File: config.mk
export PLATFORM = sky130hd
export DESIGN_NAME = pq_deadline_dispatch
export DESIGN_NICKNAME = d
export VERILOG_FILES = /design/src/rtl/pq_deadline_dispatch.sv
export SDC_FILE = /design/constraint.sdc
export NUM_CORES = 1
export LEC_CHECK = 0
export ABC_CLOCK_PERIOD_IN_PS = 6800
export CORE_ASPECT_RATIO = 1.2
export CORE_MARGIN = 1
export CORE_UTILIZATION = 51
export CTS_CLUSTER_DIAMETER = 50
export DETAILED_ROUTE_END_ITERATION = 8
export PLACE_DENSITY = 0.85
export SETUP_SLACK_MARGIN = 0.4
export SYNTH_ARGS = -nofsm -noshare
export SYNTH_HDL_FRONTEND = slang
export SYNTH_SLANG_ARGS = --single-unit
File: constraint.sdc
create_clock -name clk_i -period 6.8 [get_ports clk_i]
set_clock_uncertainty 0.05 [all_clocks]
set_input_delay 0.68 -clock clk_i [delete_from_list [all_inputs] [get_ports clk_i]]
set_output_delay 0.68 -clock clk_i [all_outputs]
set_load 0.01 [all_outputs]
File: src/rtl/pq_deadline_dispatch.sv
// Deadline dispatcher: keeps the system time base, pops the priority-queue head
// once its deadline is reached and hands {data, id, lateness} to a valid/ready sink.
module pq_deadline_dispatch #(
  parameter int unsigned TIME_WIDTH = 24,
  parameter int unsigned PRESCALE   = 1
) (
  input  logic                  clk_i,
  input  logic                  rst_i,
  input  logic                  enable_i,
  output logic [TIME_WIDTH-1:0] time_o,
  input  logic                  head_valid_i,
  input  logic [TIME_WIDTH-1:0] head_data_i,
  input  logic [TIME_WIDTH-1:0] head_id_i,
  output logic                  pop_o,
  output logic                  out_valid_o,
  input  logic                  out_ready_i,
  output logic [TIME_WIDTH-1:0] out_data_o,
  output logic [TIME_WIDTH-1:0] out_id_o,
  output logic [TIME_WIDTH-1:0] out_late_o,
  output logic [15:0]           dispatched_o
);

  localparam int unsigned PsW = $clog2(PRESCALE) + 1;

  typedef enum logic {StCheck, StOut} state_e;

  state_e                r_state;
  logic [PsW-1:0]        r_presc;
  logic [TIME_WIDTH-1:0] r_now;
  logic [TIME_WIDTH-1:0] r_out_data;
  logic [TIME_WIDTH-1:0] r_out_id;
  logic [TIME_WIDTH-1:0] r_out_late;
  logic [15:0]           r_dispatched;
  logic                  r_out_valid;

  logic                  w_wrap;
  logic [TIME_WIDTH-1:0] w_diff;
  logic                  w_expired;
  logic                  w_pop;

  assign w_wrap = (r_presc == PsW'(PRESCALE - 1));

  // Modular distance to the deadline; MSB clear means the deadline is at or behind now.
  assign w_diff    = r_now - head_data_i;
  assign w_expired = ~w_diff[TIME_WIDTH-1];

  // Pop is gated by reset so the queue never sees a request while we are being cleared.
  assign w_pop = ~rst_i & enable_i & head_valid_i & w_expired & (r_state == StCheck);

  // Time base: prescaler wraps every PRESCALE cycles and advances now on that edge.
  always_ff @(posedge clk_i) begin
    if (rst_i) begin
      r_presc <= '0;
      r_now   <= '0;
    end else if (w_wrap) begin
      r_presc <= '0;
      r_now   <= r_now + TIME_WIDTH'(1);
    end else begin
      r_presc <= r_presc + PsW'(1);
    end
  end

  // Dispatch FSM: capture the head on pop, hold it until the sink takes it.
  always_ff @(posedge clk_i) begin
    if (rst_i) begin
      r_state      <= StCheck;
      r_out_valid  <= 1'b0;
      r_out_data   <= '0;
      r_out_id     <= '0;
      r_out_late   <= '0;
      r_dispatched <= '0;
    end else begin
      unique case (r_state)
        StCheck: begin
          if (w_pop) begin
            r_out_data  <= head_data_i;
            r_out_id    <= head_id_i;
            r_out_late  <= w_diff;
            r_out_valid <= 1'b1;
            r_state     <= StOut;
          end
        end
        StOut: begin
          // Handshake completes regardless of enable_i; only new pops are suppressed.
          if (out_ready_i) begin
            r_dispatched <= r_dispatched + 16'd1;
            r_out_valid  <= 1'b0;
            r_state      <= StCheck;
          end
        end
        default: begin
          r_out_valid <= 1'b0;
          r_state     <= StCheck;
        end
      endcase
    end
  end

  assign time_o       = r_now;
  assign pop_o        = w_pop;
  assign out_valid_o  = r_out_valid;
  assign out_data_o   = r_out_data;
  assign out_id_o     = r_out_id;
  assign out_late_o   = r_out_late;
  assign dispatched_o = r_dispatched;

endmodule
# Word-level counts from Yosys, hierarchy flattened
# Cells that the tools add are included.
# classes
addsub	4
eq_ne	2
mux	6
n_bitwise	8
reduce_logical	4
# op_table
operator	n
$add A24 B1 Y24 const B	1
$sub A24 B24 Y24	1
$add A16 B1 Y16 const B	1
$reduce_and A2 Y1	3
$and A1 B1 Y1	4
$mux W1	4
$ne A2 B2 Y1 const B	2
$not A1 Y1	4
$pmux W1 S2	2
$reduce_or A2 Y1	1
$add A1 B1 Y1 const B	1
# word_totals
reg_bits	115
input_bits	53
out_inout_bits	114
word_cells	32

# Logic depth before layout (Yosys ltp)
# logic_depth
depth_word	7
mapped_depth	14
depth_no_buf	12

# Worst setup path after synthesis
# No wires, ideal clock.
# synth_path
path_type	input-to-output
from	in head_data_i[3]
to	out pop_o
arrival_ps	2703
required_ps	6070
setup_slack_ps	3367
stages	12
path_buffers	1
path_cell_list	inv_1 > ha_1 > o21a_1 > o31a_1 > o21ai_1 > a211oi_2 > o21bai_2 > a2111oi_4 > nor3_1 > o21ai_2 > inv_2 > buf_6
# synth_via
elab_chain_len	4
# synth_rtl
element	line_no	source
start: declaration	12	input logic [TIME_WIDTH-1:0] head_data_i,
$sub A24 B24 Y24	44	assign w_diff = r_now - head_data_i;
$not A1 Y1	45	assign w_expired = ~w_diff[TIME_WIDTH-1];
$and A1 B1 Y1 (2 in a row)	48	assign w_pop = ~rst_i & enable_i & head_valid_i & w_expired & (r_state == StCheck);
end: declaration	14	output logic pop_o,
# Every way passes these cells.

# Worst setup path in the final report
# layout_path
from	in head_data_i[1]
to	out pop_o
# The elaborated chain is that of the path after synthesis.

==> results.md <==
Cells and area:
- Once layout is complete, the cells apart from fillers number 914.
- From synthesis to final layout, the design area changed by 41.3%.
- The share of cells above drive strength 1 is between 8 and 9%.
- The net count of the finished layout is 852.
- The number of antenna diodes is 0.

Synth:
- The top-area cell type share of the netlist area is 40.5%.
- The cell area after synthesis is 5680 sq um.
- In this run, synthesis produced a sequential element count of 115.
- During synthesis, Yosys emitted a total of 0 warnings.
- By area the synthesized netlist is led by sky130_fd_sc_hd__dfxtp_1, sky130_fd_sc_hd__mux2i_1, sky130_fd_sc_hd__ha_1.
- After synthesis, flip-flops and latches occupy between 40% and 50% of the total area.
- A synthesized cell averages ~9.3 sq um.
- Synthesis produced between 600 and 700 cells.
- Synthesis produced a netlist with a net count of 688.
- The library cell occupying the most area in the post-synthesis netlist is sky130_fd_sc_hd__dfxtp_1.
- The number of unique standard cell types used by synthesis is 50.

Worst setup path:
- At the worst endpoint, the required time is 6070 ps.
- The endpoint of the worst register-to-register path is out_id_o[4].
- For the worst flop-to-flop path, the logic depth is 12.
- The maximum net fanout on the critical path is 16.
- STA classifies the critical path endpoint as an output pin.
- Data arrives at the worst endpoint at 4100 ps.
- The type of origin of the critical path is an input pin.
- The kind of critical path is in -> out.
- The startpoint identified for the worst register-to-register timing path is time_o[0].
- The worst setup slack for register-to-register paths is 3100 ps.

Pwr:
- The total power per unit cell area is 225 nW/um^2.
- VDD sags by at most between 0.15 and 0.2 mV.
- For this design the static power due to leakage is 0.00340 uW.

Drt:
- The routed design has ~14000 um of wire.
- The detailed router placed 4818 vias in this run.
- The wire length per cell is 15.6 um.
- The first detailed-routing pass ran for 8 iterations.
- After detailed routing, the number of vias per cell comes to 5.27.
- After detailed routing, the number of remaining DRC violations is 13.
- The number of DRC markers after the initial detailed-route iteration is 210.
- Once detail routing completed, the nets flagged for antenna violations numbered 0.

Clock tree:
- In this run the post-CTS setup repair buffer count came out at 0.
- The total of hold buffers inserted after clock tree synthesis is 0.
- In this run the number of H-tree levels came out at 4.
- The maximum buffer depth of the clock tree is 2.
- Clock-pin slew was measured on the worst setup and hold paths at approximately 50 ps.
- The count of instances resized after the clock tree is built is 0.
- The clock tree from TritonCTS is yes.
- TritonCTS created 17 clock buffers.
- In this run the clock root is driven by a sky130_fd_sc_hd__clkbuf_16.
- The clock latency reported for the late side of the worst-skew pair is 420 ps.
- The tree built by TritonCTS fans out to 115 sinks.

Job:
- The total of max-cap violations is 0.

Floorplan:
- The row count is 41.
- The y dimension of the die is 118 um.
- The die area is 11600 sq um.
- The core outline area is ~11000 sq um.
- The die is a little under 100 um wide.
- The count of pins on the block boundary is approximately 170.
- For this configuration, the core starts out at a cell density of 53.3%.

Global route:
- The total congestion overflow after global routing is 0.
- The fraction of met2 tracks used by global routing is between 40 and 50%.
- In the global route stage, overall resource usage came out at 25.8%.
- The number of global-route vias before repair was 4981.
- met2 is the most crowded layer.
- The met1 layer usage reported by global route is 27.4%.
- The met3 usage in global routing is 5.82%.
- Entering global routing, the biggest net connects roughly 120 pins.
- The number of antenna violations at the first check in global routing is 0.
- The first-pass GRT wire length is 23600 um.

STA:
- The slew at the pin closest to its max-slew limit is between 1000 and 1500 ps.
- The final max-slew violation count is 0.
- The worst max-slew margin expressed relative to the limit is a little under a third.
- The final count of negative-setup-slack endpoints is 0.
- The maximum frequency from static timing analysis is just over 200 MHz.
- The total negative slack is 0 ps.
- Of the available clock period, the critical path in the final layout requires between 70 and 80%.
- The shortest clock period the worst path allows after layout is 4830 ps.
- Setup repair after global routing left no endpoint under its margin.
- The count of endpoints failing hold in the final timing report came to 0.

Place:
- After detailed placement, the design holds a cell count of 883.
- The HPWL after detailed placement is 10100 um.
- The count of buffers from port buffering is 166.
- At the end of routability-driven placement, the weighted congestion stood at between 0.9 and 1.

Worst hold path:
- The worst hold path passes through 2 cells.
- The tightest min-delay check is of the reg -> reg type.
- The startpoint of the lowest-slack hold path is out_late_o[5].
- For hold timing, the worst endpoint is out_late_o[5].

Outcome:
- The checks that failed: DRC.
- The flow ran to the end, but the final reports show violations.
[logic make-up (layout without fill, tap and decap cells)]
kind of cell | Yosys count | in the layout | synth area share [%]
muxes | 72 | 72 | 13.3
adders and majority gates | 26 | 26 | 5.86
DFF | 115 | 115 | 40.5
and+or+nand+nor | 208 | 208 | 19.3
other | 1 | 1 | 0.0660
xor gates and xnor gates | 48 | 48 | 7.40
AOI/OAI and AO/OA | 83 | 83 | 9.22
buffers and inverters | 56 | 232 | 4.29
[layout make-up]
class                      instances  area, sq um
multi-input combinational        438         3150
tap                              129          161
clock buffer                      21          470
sequential                       115         2300
fill                             774         2640
timing repair buffer             167         1670
clock inverter                    10          155
inverter                          34          128
[synth_stat cells, drive strengths merged]
library cell / count
nor2b: 35
o41ai: 1
nor3: 6
and2: 2
nor4: 1
o22ai: 1
nand4: 7
o21ai: 23
a311oi: 1
xor2: 29
a21o: 4
inv: 34
o21a: 4
buf: 7
xnor2: 19
mux2: 30
nor4bb: 1
o211ai: 2
or3: 9
conb: 1
a31oi: 2
dfxtp: 115
nand2: 33
and4: 1
nand3: 11
a21boi: 1
clkbuf: 15
nand2b: 48
a211oi: 2
a2111oi: 2
nand3b: 1
a2111o: 1
o31a: 2
and3: 9
nor2: 43
nor3b: 1
mux2i: 42
ha: 25
o21bai: 5
fa: 1
a21oi: 32
[through the flow]
stage | util, % | power, uW | setup slack [ps] | hold WS [ps] | area (sq um)
global route | 75.2 | 1870 | 1740 | 437 | 8030
global placement | 69.4 | 879 | 2070 | 407 | 7400
floorplan | - | 800 | 3370 | 395 | 5680
finish | 75.2 | 1810 | 1970 | 422 | 8030
detailed placement | 69.4 | 885 | 1990 | 411 | 7400
CTS | 75.2 | 1820 | 1960 | 426 | 8030
[worst max-delay path by stage]
stage,startpoint,slack [ps],cells after the start,endpoint
6_report,head_data_i[1],1970,13,pop_o
5_1_grt,head_data_i[1],1740,13,pop_o
3_3_place_gp,head_data_i[1],2070,13,pop_o
3_5_place_dp,head_data_i[1],1990,13,pop_o
2_1_floorplan,head_data_i[3],3370,12,pop_o
4_1_cts,head_data_i[1],1960,13,pop_o
[layout by cell type, fill, tap and decap left out, drive strengths merged, types with 6 or more instances in the layout]
cell type and count:
or3 9, nand3 11, ha 25, mux2i 42, nand2 33, xor2 29, clkbuf 21, nor2 43
a21oi 32, clkdlybuf4s50 165, and3 9, mux2 30, xnor2 19, o21ai 23, inv 34, nor3 6
nand2b 48, nand4 7, dfxtp 115, nor2b 35
[layer usage]
layer  wire (um)  vias up  part of all wire [%]
met2        7400      143                    52
met1        5700     2253                    40
li1            -     2389                     -
met4         410        0                   2.9
met5           0        -                     0
met3         712       33                   5.0
[flip-flops by register name, indices dropped and copies added, names as in the netlist]
signal and flops:
time_o 24, r_state 1, out_late_o 24, out_data_o 24
out_id_o 24, out_valid_o 1, dispatched_o 16, r_presc 1
[worst max-delay path, stage by stage]
cell                              delay (ps)
sky130_fd_sc_hd__clkdlybuf4s50_1         510
sky130_fd_sc_hd__inv_1                    70
sky130_fd_sc_hd__ha_1                    260
sky130_fd_sc_hd__nor2b_1                 140
sky130_fd_sc_hd__o31a_1                  260
sky130_fd_sc_hd__o21ai_1                 250
sky130_fd_sc_hd__a211oi_2                140
sky130_fd_sc_hd__o21bai_2                280
sky130_fd_sc_hd__a2111oi_4               120
sky130_fd_sc_hd__nor3_1                  310
sky130_fd_sc_hd__o21ai_4                 100
sky130_fd_sc_hd__inv_2                   350
sky130_fd_sc_hd__clkdlybuf4s50_1         620
[where the power goes]
part / switching (uW) / internal [uW] / total (uW)
clock network: 300 / 636 / 937
registers: 12.0 / 694 / 706
logic: 71.0 / 94.4 / 165
total: 383 / 1430 / 1810
Note: power is estimated with default switching activity, not from simulation.
